## src/rtl/riscv_pkg.sv

```systemverilog
// Shared RV32I definitions: NOP encoding, major opcodes, fetch-stage state and buffer entry.
package riscv_pkg;

  localparam int unsigned XLEN = 32;

  localparam logic [31:0] NOP_INSTR = 32'h0000_0013;

  localparam logic [6:0] OPCODE_LUI      = 7'b0110111;
  localparam logic [6:0] OPCODE_AUIPC    = 7'b0010111;
  localparam logic [6:0] OPCODE_JAL      = 7'b1101111;
  localparam logic [6:0] OPCODE_JALR     = 7'b1100111;
  localparam logic [6:0] OPCODE_BRANCH   = 7'b1100011;
  localparam logic [6:0] OPCODE_LOAD     = 7'b0000011;
  localparam logic [6:0] OPCODE_STORE    = 7'b0100011;
  localparam logic [6:0] OPCODE_OP_IMM   = 7'b0010011;
  localparam logic [6:0] OPCODE_OP       = 7'b0110011;
  localparam logic [6:0] OPCODE_MISC_MEM = 7'b0001111;
  localparam logic [6:0] OPCODE_SYSTEM   = 7'b1110011;

  typedef enum logic [1:0] {
    F_REQ  = 2'd0,
    F_WAIT = 2'd1,
    F_DROP = 2'd2
  } fetch_state_t;

  typedef struct packed {
    logic [XLEN-1:0] pc;
    logic [XLEN-1:0] instr;
  } fetch_entry_t;

  localparam int unsigned ENTRY_W = $bits(fetch_entry_t);

  // Clear the byte offset so every fetch address is word aligned.
  function automatic logic [XLEN-1:0] word_align(input logic [XLEN-1:0] addr);
    return addr & ~XLEN'(3);
  endfunction

endpackage

```

## src/rtl/fetch_fifo.sv

```systemverilog
// Instruction buffer between memory return and decoder; flush empties it in one cycle.
module fetch_fifo #(
  parameter int unsigned WIDTH = 64,
  parameter int unsigned DEPTH = 2
) (
  input  logic                     clk,
  input  logic                     rst,
  input  logic                     push,
  input  logic [WIDTH-1:0]         din,
  input  logic                     pop,
  input  logic                     flush,
  output logic [WIDTH-1:0]         dout,
  output logic [$clog2(DEPTH):0]   count,
  output logic                     empty,
  output logic                     full
);

  localparam int unsigned AW = $clog2(DEPTH);
  localparam int unsigned CW = AW + 1;

  logic [WIDTH-1:0] mem [DEPTH];
  logic [AW-1:0]    rd_ptr;
  logic [AW-1:0]    wr_ptr;
  logic             do_push;
  logic             do_pop;

  assign empty   = (count == '0);
  assign full    = (count == CW'(DEPTH));
  assign do_pop  = pop && !empty;
  // A full buffer still accepts a word when the head leaves in the same cycle.
  assign do_push = push && (!full || do_pop);
  assign dout    = mem[rd_ptr];

  always_ff @(posedge clk) begin
    if (rst || flush) begin
      rd_ptr <= '0;
      wr_ptr <= '0;
      count  <= '0;
    end else begin
      if (do_push) wr_ptr <= wr_ptr + AW'(1);
      if (do_pop)  rd_ptr <= rd_ptr + AW'(1);
      count <= count + CW'(do_push) - CW'(do_pop);
    end
  end

  // Storage needs no reset: the valid window is defined by the pointers.
  always_ff @(posedge clk) begin
    if (do_push && !flush && !rst) mem[wr_ptr] <= din;
  end

endmodule

```

## src/rtl/fetch_unit.sv

```systemverilog
// RV32I fetch stage: PC, single-outstanding imem request FSM, redirect handling, decoder buffer.
module fetch_unit
  import riscv_pkg::*;
#(
  parameter logic [31:0] RESET_PC   = 32'h0000_0000,
  parameter int unsigned FIFO_DEPTH = 2
) (
  input  logic        clk,
  input  logic        rst,
  output logic        imem_req,
  output logic [31:0] imem_addr,
  input  logic        imem_gnt,
  input  logic        imem_rvalid,
  input  logic [31:0] imem_rdata,
  input  logic        redirect,
  input  logic [31:0] redirect_pc,
  output logic        instr_valid,
  input  logic        instr_ready,
  output logic [31:0] instruccion,
  output logic [31:0] pc_out
);

  localparam int unsigned CW = $clog2(FIFO_DEPTH) + 1;

  fetch_state_t state;
  logic [31:0]  pc;
  logic [31:0]  req_pc;
  logic [31:0]  pc_last;

  logic [CW-1:0] fifo_count;
  logic          fifo_empty;
  logic          fifo_full;
  fetch_entry_t  head;
  fetch_entry_t  push_entry;

  logic space_c;
  logic grant_c;
  logic push_c;
  logic pop_c;

  // Space is judged after this cycle's pop so a draining buffer keeps fetching.
  assign pop_c    = !fifo_empty && instr_ready;
  assign space_c  = (fifo_count - CW'(pop_c)) < CW'(FIFO_DEPTH);
  assign imem_req = !rst && (state == F_REQ) && space_c;
  assign imem_addr = pc;
  assign grant_c  = imem_req && imem_gnt;

  assign push_c = !rst && !redirect && (state == F_WAIT) && imem_rvalid
                  && (!fifo_full || pop_c);
  assign push_entry = '{pc: req_pc, instr: imem_rdata};

  fetch_fifo #(
    .WIDTH (ENTRY_W),
    .DEPTH (FIFO_DEPTH)
  ) u_fifo (
    .clk   (clk),
    .rst   (rst),
    .push  (push_c),
    .din   (push_entry),
    .pop   (pop_c),
    .flush (redirect),
    .dout  (head),
    .count (fifo_count),
    .empty (fifo_empty),
    .full  (fifo_full)
  );

  assign instr_valid = !fifo_empty;
  assign instruccion = fifo_empty ? NOP_INSTR : head.instr;
  assign pc_out      = fifo_empty ? pc_last : head.pc;

  // PC and fetch FSM; a redirect overrides normal sequencing and drops any in-flight word.
  always_ff @(posedge clk) begin
    if (rst) begin
      state   <= F_REQ;
      pc      <= RESET_PC;
      req_pc  <= RESET_PC;
      pc_last <= '0;
    end else begin
      if (!fifo_empty) pc_last <= head.pc;
      if (redirect) begin
        pc <= word_align(redirect_pc);
        case (state)
          F_REQ:   state <= grant_c ? F_DROP : F_REQ;
          F_WAIT:  state <= imem_rvalid ? F_REQ : F_DROP;
          F_DROP:  state <= imem_rvalid ? F_REQ : F_DROP;
          default: state <= F_REQ;
        endcase
      end else begin
        case (state)
          F_REQ: begin
            if (grant_c) begin
              state  <= F_WAIT;
              req_pc <= pc;
              pc     <= pc + 32'd4;
            end
          end
          F_WAIT:  if (imem_rvalid) state <= F_REQ;
          F_DROP:  if (imem_rvalid) state <= F_REQ;
          default: state <= F_REQ;
        endcase
      end
    end
  end

endmodule

```

## config.mk

```make
export PLATFORM = sky130hd
export DESIGN_NAME = fetch_unit
export DESIGN_NICKNAME = d
export VERILOG_FILES = /design/src/rtl/riscv_pkg.sv /design/src/rtl/fetch_fifo.sv /design/src/rtl/fetch_unit.sv
export SDC_FILE = /design/constraint.sdc
export NUM_CORES = 1
export LEC_CHECK = 0
export ABC_AREA = 0
export CAP_MARGIN = 20
export CORE_UTILIZATION = 40
export CTS_BUF_LIST = sky130_fd_sc_hd__clkbuf_4
export DETAILED_ROUTE_END_ITERATION = 6
export PLACE_DENSITY = 0.71
export SLEW_MARGIN = 30
export SYNTH_ARGS = -nofsm -noshare
export SYNTH_HDL_FRONTEND = slang
export SYNTH_SLANG_ARGS = --single-unit
```

## constraint.sdc

```tcl
create_clock -name clk -period 7.05 [get_ports clk]
set_clock_uncertainty 0.2 [all_clocks]
set_input_delay 1.41 -clock clk [delete_from_list [all_inputs] [get_ports clk]]
set_output_delay 1.41 -clock clk [all_outputs]
set_load 0.01 [all_outputs]
```

* Yosys cells after proc, flatten, opt, wreduce, memory -nomap -nowiden
Memory sizes are Yosys's and may differ from the RTL's. A register that Yosys moved wholly into a read port is not among the register bits.
Cells that the tools add are included.
** Word-level totals
- Memories kept :: 1
- Memory bits (read-only) :: 0
- Input port bits :: 70
- Word-level logic and storage cells :: 67
- Register bits after elaboration :: 102
- Bits in writable memories :: 128
- Output and inout bits :: 98
- Bits in latches :: 0
** Operators by class
- $add $sub $neg :: 6
- $lt $le $gt $ge :: 1
- Reduce and logical (&&, ||, !) cells :: 29
- Multipliers :: 0
- Mux-type cells :: 16
- Bitwise logic cells :: 1
- Shifts and indexed selects :: 0
- Equality and inequality tests :: 5
- Div/mod/pow operators :: 0
** Memories
- u_fifo.mem :: depth 2, bits a word 64, rd ports 1, clocked after Yosys merged registers in 1, wr ports 1, line fetch_fifo.sv:21 : logic [WIDTH-1:0] mem [DEPTH];
** Operators by type and width (number)
- $mux W32 :: 5
- $add A32 B3 Y32 const B :: 1
- $logic_and A1 B1 Y1 :: 12
- $mux W2 :: 5
- $pmux W2 S2 :: 2
- $reduce_and A2 Y1 :: 3
- $eq A2 B2 Y1 const B :: 2
- $logic_not A1 Y1 :: 4
- $logic_not A2 Y1 :: 2
- $mux W1 :: 4
- $reduce_bool A2 Y1 :: 2
- $reduce_or A2 Y1 :: 2
- $sub A2 B1 Y2 :: 2
- $logic_or A1 B1 Y1 :: 3
- $ne A3 B1 Y1 const B :: 1
- $ne A3 B3 Y1 const B :: 1
- $reduce_and A3 Y1 :: 1
- $add A1 B1 Y1 const B :: 2
- $add A2 B1 Y2 :: 1
- $eq A2 B1 Y1 const B :: 1
- $lt A2 B2 Y1 const B :: 1
- $not A1 Y1 :: 1

* Depth between registers and ports, before layout
Gate-level depths: netlist of the first run.
- Depth in word-level cells :: 10
- Gate-level depth with buffers :: 11
- Depth with buffers taken out :: 9

* Modules after synthesis
Synthesis of the first run repeated with hierarchy kept, for this count alone.
** Unflattened totals
- Cells, all modules :: 801
- Area total of the unflattened synthesis :: 9776.9 sq um
** By module, submodules not included
- fetch_unit :: instances 1, cells an instance 572, area an instance 4927.2 sq um, sequential area each 1881.8 sq um
- fetch_fifo :: instances 1, cells an instance 229, area an instance 4849.7 sq um, sequential area each 3943.8 sq um

* Worst setup path after synthesis of the first run
No wires, ideal clock.
- Path type :: input-to-reg
- Start point :: input port redirect
- End point :: memory u_fifo.mem[0][0], enable pin
- Arrival time :: 4.646 ns
- Data required time :: 6.360 ns
- Setup time :: 0.490 ns
- Path buffers :: 0
- Stages :: 4
- Setup slack :: 1.715 ns
- Cell sequence :: nor2_1 > nand3_1 > a21oi_1 > nor2b_1
** Between the ends
- Longest elaborated chain between the ends :: 10
** RTL lines
- start, declared :: line fetch_unit.sv:15 : input logic redirect,
- $logic_not A1 Y1 :: line fetch_unit.sv:48 : assign push_c = !rst && !redirect && (state == F_WAIT) && imem_rvalid
- $logic_and A1 B1 Y1 (3 in a row) :: line fetch_unit.sv:48
- $logic_and A1 B1 Y1 :: line fetch_unit.sv:49 : && (!fifo_full || pop_c);
- $logic_and A1 B1 Y1 :: line fetch_fifo.sv:31 : assign do_push = push && (!full || do_pop);
- net u_fifo.do_push :: line fetch_fifo.sv:24 : logic do_push;
- $logic_and A1 B1 Y1 (2 in a row) :: line fetch_fifo.sv:48 : if (do_push && !flush && !rst) mem[wr_ptr] <= din;
- $mux W1 :: line fetch_fifo.sv:48
- $mux W1 (not written as such) :: line fetch_fifo.sv:48
- end, declared :: line fetch_fifo.sv:21
The timed path passes the listed nets, and every way through them passes these cells.

* Worst setup path in the final report of the first run
- Start point :: input port instr_ready
- End point :: output port imem_req
** Between the ends
- Longest elaborated chain between the ends :: 4
** RTL lines
- start, declared :: line fetch_unit.sv:18 : input logic instr_ready,
- $logic_and A1 B1 Y1 :: line fetch_unit.sv:42 : assign pop_c = !fifo_empty && instr_ready;
- $sub A2 B1 Y2 :: line fetch_unit.sv:43 : assign space_c = (fifo_count - CW'(pop_c)) < CW'(FIFO_DEPTH);
- $lt A2 B2 Y1 :: line fetch_unit.sv:43
- $logic_and A1 B1 Y1 :: line fetch_unit.sv:44 : assign imem_req = !rst && (state == F_REQ) && space_c;
- end, declared :: line fetch_unit.sv:10 : output logic imem_req,
No other way between the ends.

==> qor.csv, run 1 <==
stage,metric,value,unit
layout,syn2layout_area_growth,29.1,%
layout,nets,1018,
sta,fin_setup_tns,0,ns
critical_path,arrival,3.31,ns
critical_path,cp_max_fo,10,
floorplanning,die_x,151,um
critical_path,cp-start-kind,input port,
sta,worstMarginPinSlew,0.911,ns
layout,fin_cells,1268,
clocking,post_cts_resized,0,
grt,grt-ovfl-total,0,
routing,wl_met1,8.67,mm
routing,first_pass_iters,4,
grt,grt_max_degree,82,
layout,drive_gt1_share,11.9,%
routing,wl,19.1,mm
routing,wl_met3,1.40,mm
layout,final_common_cell,clkdlybuf4s50_1,
clocking,htreeDepth,2,
place,place_hpwl,12.2,mm
clocking,clockBufferDepth,3,
sta,setup-violations-final,0,
critical_path,cp_data_required_time,5.44,ns
floorplanning,core,0.0218,mm2
clocking,clk_pin_slew,0.06,ns
sta,period_share,69.8,%
clocking,cts_buffers,54,
critical_path,reg2reg_slack,3.65,ns
worst_hold_path,hold_class,register to register,
power_and_ir_drop,max-vdd-ir-drop,94.6,uV
sta,fmax,0.203,GHz
critical_path,worstSetupPathType,input port to primary output,
layout,mostFrequentLayoutCells,"162 x clkdlybuf4s50_1, 124 x edfxtp_1, 117 x nand2_1",
power_and_ir_drop,cellPowerDensity,228,mW/mm2
routing,vias_per_cell,4.85,
floorplanning,placementRows,54,
floorplanning,start_util,40.7,%
routing,wire_per_inst,15.0,um
floorplanning,io_pins,168,
logic_synthesis,synth_cells,762,
logic_synthesis,synth_seq_cells,223,
critical_path,cp-end-kind,primary output,
sta,relSlewSlack,39.3,%
logic_synthesis,synth_warnings,0,
clocking,clock-sinks,223,
sta,maxSlewViolCount,0,
grt,antenna_found_initial,1,
power_and_ir_drop,leakagePower,0.00381,uW
place,dp.cells,1165,
clocking,post-cts-setup-buffers,0,
layout,fillers,1974,
sta,timing.final.crit_period,4.92,ns
routing,vias,6146,
place,gp_congestion,0.788,
routing,met2_length,8.65,mm
clocking,clock_latency,0.65,ns
grt,grt_pass1_vias,5975,
grt,grt_pass1_wl,30.2,mm
floorplanning,die_h,151,um
sta,hold_viol_final,0,
clocking,cts_tree,yes,
logic_synthesis,syn_area,0.00885,mm2
logic_synthesis,synth_cell_types,42,
sta,rsz0062_at_grt,false,
routing,drc,0,
routing,top_layer_used,met4,
routing,drtIter0Drc,243,
logic_synthesis,ys_seq_area_share,64.5,%
grt,track_usage,17.0,%
place,port-buffer-count,163,
clocking,root_buffer,clkbuf_4,
routing,drtAntennaViolNets,0,
logic_synthesis,synth.avg_cell_area,11.6,um2
run,drv_cap,0,
floorplanning,die_area,0.0227,mm2
outcome,status,finished clean,
clocking,cts.hold.buffers_added,0,
## worst max-delay path, cell delays in order
cell             delay (ns)
clkdlybuf4s50_1        0.47
and2_1                 0.17
ha_1                   0.24
xor2_2                 0.40
nor3b_1                0.10
clkdlybuf4s50_1        0.52
## sequential cells by signal, summed over array words and instances, names as in the netlist, named ones only
name           count
imem_addr         30
u_fifo.wr_ptr      1
u_fifo.rd_ptr      1
u_fifo.count       2
req_pc            30
u_fifo.mem       124
state              2
pc_last           32
## per-stage QoR
step / utilization [%] / setup WS [ns] / hold slack, ns / area [um2] / total power [uW]
2_1_floorplan: - / 1.71 / 0.225 / 8850 / 1490
4_1_cts: 52.4 / 2.09 / 0.248 / 11400 / 2650
6_report: 52.5 / 2.13 / 0.246 / 11400 / 2600
3_3_place_gp: 49.1 / 2.09 / 0.233 / 10700 / 1570
5_1_grt: 52.5 / 1.98 / 0.272 / 11400 / 2720
3_5_place_dp: 49.1 / 2.10 / 0.241 / 10700 / 1570
## where the power goes
| part | leakage, uW | switching (uW) | internal, uW |
|---|---|---|---|
| clock | 0.000439 | 488 | 574 |
| sequential | 0.00196 | 25.0 | 1380 |
| combinational | 0.00141 | 60.0 | 74.4 |
## area by class of cell
| type | count | area [um2] | area share (%) |
|---|---|---|---|
| clock inverters | 11 | 43.8 | 0.383 |
| clock buffers | 90 | 676 | 5.91 |
| repair buffers | 170 | 1700 | 14.9 |
| well taps | 280 | 350 | 3.06 |
| inverters | 9 | 33.8 | 0.296 |
| multi-input cells | 484 | 2920 | 25.5 |
| diodes | 1 | 2.50 | 0.0219 |
| flip-flops and latches | 223 | 5710 | 49.9 |
## logic make-up (layout without fill, tap and decap cells)
logic type / after synthesis / count (layout) / share of synthesized area, %
and+or+nand+nor: 283 / 283 / 15.2
DFF: 223 / 223 / 64.5
AOI/OAI and AO/OA: 98 / 98 / 6.14
muxes: 65 / 65 / 7.35
buffers and inverters: 56 / 280 / 2.93
xor gates and xnor gates: 30 / 30 / 3.05
adders and majority gates: 6 / 6 / 0.848
other: 1 / 3 / 0.0424
## synth_stat cells
cell type | count | share of area, %
dlygate4sd1_1 | 2 | 0.20
xnor2_1 | 21 | 2.1
buf_6 | 2 | 0.25
dfxtp_1 | 99 | 22
xor2_1 | 8 | 0.79
nand4_2 | 1 | 0.14
buf_2 | 7 | 0.40
nor3_2 | 2 | 0.23
and4_1 | 3 | 0.30
and2_1 | 5 | 0.35
a211oi_1 | 16 | 1.4
o21bai_1 | 2 | 0.17
and3_1 | 2 | 0.14
nand2_1 | 118 | 5.0
nand4_1 | 6 | 0.42
nor4b_1 | 1 | 0.099
a21oi_1 | 40 | 2.3
or3_2 | 1 | 0.085
xor2_2 | 1 | 0.18
or4_4 | 1 | 0.13
nand3_1 | 14 | 0.79
nor4_4 | 1 | 0.24
and3_2 | 1 | 0.085
nor2b_1 | 34 | 2.4
ha_1 | 6 | 0.85
or2_2 | 2 | 0.14
clkbuf_1 | 30 | 1.3
nor3_1 | 7 | 0.40
mux2i_1 | 65 | 7.4
nor3b_1 | 4 | 0.34
o21ai_0 | 38 | 2.1
buf_4 | 4 | 0.34
inv_1 | 9 | 0.38
nor2_1 | 64 | 2.7
a311oi_1 | 2 | 0.20
conb_1 | 1 | 0.042
edfxtp_1 | 124 | 42
or3_1 | 3 | 0.21
buf_1 | 2 | 0.085
nand3b_1 | 1 | 0.085
and3b_1 | 1 | 0.099
nor4_1 | 11 | 0.78
## per-layer routing
layer	up-vias	track usage, %
met5	-	0
met4	0	6.50
met3	27	4.33
met2	211	27.2
met1	2824	22.2
li1	3084	-
## path summary, 6_finish.rpt
check                                     start                 to  cells past startpoint
worst max-delay path                instr_ready           imem_req                      6
worst min-delay path                 req_pc[26]  u_fifo.mem[1][58]                      0
worst max register to register  u_fifo.count[1]      imem_addr[24]                      9
worst min register to register       req_pc[26]  u_fifo.mem[1][58]                      0
(Power assumes the default switching activity.)
==> inputs of run 2 (changes only) <==
Clock period 7.05 ns to 4.6 ns, I/O delays scaled along.
==> run 2 against run 1 <==
Combinational power rose by 54%. Critical path depth fell by 2. Final cell count rose by 0.16%. Sequential power rose by 53%. Non-clock buffer count rose by 5. Clock power rose by 48%. Clock-buffer cell count fell by 7. Setup slack got worse by 1.5 ns. Sequential share of layout area did not move. Largest power group unchanged.
==> qor.csv, run 2 (synthesis gave the netlist of run 1 again) <==
stage,metric,value,unit
clocking,htreeDepth,2,
sta,fin_ws,0.673,ns
floorplanning,start_util,40.7,%
layout,fin_area,0.0114,mm2
critical_path,arrival,2.81,ns
place,place_ws,0.744,ns
grt,gr-usage-met3,4.33,%
sta,worstMarginPinSlew,0.872,ns
worst_hold_path,min_from,req_pc[31],
floorplanning,die_area,0.0227,mm2
routing,vias_per_cell,4.84,
clocking,clk_pin_slew,0.07,ns
place,place_hpwl,12.0,mm
clocking,cts_buffers,53,
outcome,status,finished clean,
critical_path,cp_data_required_time,3.48,ns
grt,grt_max_degree,92,
floorplanning,io_pins,168,
critical_path,worstSetupPathType,register to primary output,
layout,largest_reg_flops,124,
critical_path,cp-start-kind,register,
worst_hold_path,worstHoldEndpoint,u_fifo.mem[1][63],
critical_path,cp-end-kind,primary output,
clocking,post_cts_resized,0,
grt,grt-ovfl-total,0,
sta,fmax,0.255,GHz
floorplanning,die_x,151,um
power_and_ir_drop,p_int,3060,uW
clocking,root_buffer,clkbuf_4,
clocking,clock-sinks,223,
routing,drtAntennaViolNets,0,
sta,fin_hold_ws,0.241,ns
clocking,cts.hold.buffers_added,0,
grt,antenna_found_initial,1,
sta,maxSlewViolCount,0,
clocking,clock_latency,0.66,ns
critical_path,reg2reg_depth,9,
grt,met1_usage,22.5,%
power_and_ir_drop,switching_power,875,uW
sta,hold_viol_final,0,
routing,drc,0,
routing,wire_per_inst,14.9,um
grt,use_met2,26.0,%
sta,period_share,85.4,%
sta,rsz0062_at_grt,false,
clocking,post-cts-setup-buffers,0,
layout,drive_gt1_share,11.8,%
floorplanning,placementRows,54,
power_and_ir_drop,cellPowerDensity,344,mW/mm2
grt,grt_pass1_vias,5878,
floorplanning,core,0.0218,mm2
layout,fin_cells,1270,
clocking,cts_tree,yes,
place,dp.cells,1171,
layout,syn2layout_area_growth,29.1,%
critical_path,cp_max_fo,46,
routing,drtIter0Drc,305,
floorplanning,die_h,151,um
layout,reg.largest.list,"u_fifo.mem (124), pc_last (32)",
sta,relSlewSlack,41.9,%
worst_hold_path,hold_class,register to register,
sta,fin_setup_tns,0,ns
place,gp_congestion,0.800,
layout,mostFrequentLayoutCells,"162 x clkdlybuf4s50_1, 124 x edfxtp_1, 118 x nand2_1",
layout,regMostFlops,u_fifo.mem,
power_and_ir_drop,switching_share,22.3,%
layout,final_common_cell,clkdlybuf4s50_1,
power_and_ir_drop,power_frac_clock,39.9,%
layout,nets,1022,
sta,setup-violations-final,0,
critical_path,reg2reg_from,u_fifo.count[1],
grt,grt_pass1_wl,29.8,mm
worst_hold_path,worstHoldPathCells,0,
place,port-buffer-count,163,
power_and_ir_drop,p_seq_share,54.9,%
routing,wl,18.9,mm
run,drv_cap,0,
power_and_ir_drop,max-vdd-ir-drop,141,uV
place,dpl_cell_area,0.0107,mm2
critical_path,reg2reg_slack,1.42,ns
routing,first_pass_iters,4,
grt,busiest_layer,met2,
sta,timing.final.crit_period,3.93,ns
clocking,clockBufferDepth,3,
power_and_ir_drop,leakagePower,0.00382,uW
power_and_ir_drop,pwr-share-comb,5.2,%
critical_path,r2r_end,imem_addr[22],
grt,track_usage,16.8,%
routing,vias,6149,
-- run 2: cell count changes in the layout (fill, tap and decap cells not counted), sizes merged --
cell    before  now
clkbuf      90   83
buf          8   13
inv         10   11
clkinv      10   13
-- run 2: worst max-delay path by stage --
stage	from	to	cells past startpoint
floorplan	redirect	u_fifo.mem[0][0]	4
finish	register	instruccion[6]	4
CTS	register	instruccion[6]	4
detailed placement	instr_ready	imem_req	6
global route	register	instruccion[8]	4
global placement	instr_ready	imem_req	6
-- run 2: layer usage --
metal / wire (um) / up-vias
met4: 348 / 0
met1: 8740 / 2852
met2: 8560 / 196
met5: 0 / -
li1: - / 3077
met3: 1300 / 24
-- run 2: final cells by class --
type	instances	area, um2
Sequential cell	223	5710
Multi-Input combinational cell	484	2910
Clock inverter	15	61.3
Timing Repair Buffer	175	1740
Clock buffer	83	623
Fill cell	1976	10300
Inverter	9	33.8
Tap cell	280	350
Antenna cell	1	2.50
-- run 2: power by group through the flow --
| stage | logic [uW] | clock network (uW) | registers, uW |
|---|---|---|---|
| after floorplan | 84.6 | 0 | 2200 |
| after global placement | 203 | 0 | 2200 |
| after detailed placement | 206 | 0 | 2200 |
| after CTS | 207 | 1640 | 2160 |
| after global routing | 224 | 1730 | 2160 |
| final | 206 | 1570 | 2160 |
-- run 2: worst max-delay path: stages (launching register included) --
cell             delay (ns)
dfxtp_4                0.90
buf_4                  0.43
mux2i_1                0.23
nor2_1                 0.06
clkdlybuf4s50_1        0.52
-- run 2: per-stage QoR --
| step | util (%) | total power [uW] |
|---|---|---|
| 6_report | 52.5 | 3930 |
| 5_1_grt | 52.5 | 4120 |
| 4_1_cts | 52.5 | 4000 |
| 3_5_place_dp | 49.4 | 2410 |
| 3_3_place_gp | 49.4 | 2400 |
| 2_1_floorplan | - | 2280 |
==> inputs of run 3 (changes only) <==
Settings changed: CAP_MARGIN 20 to 10, CTS_CLUSTER_DIAMETER set to 120.
==> results of run 3 <==
The final DEF is identical to that of run 2; final timing and power are the same.
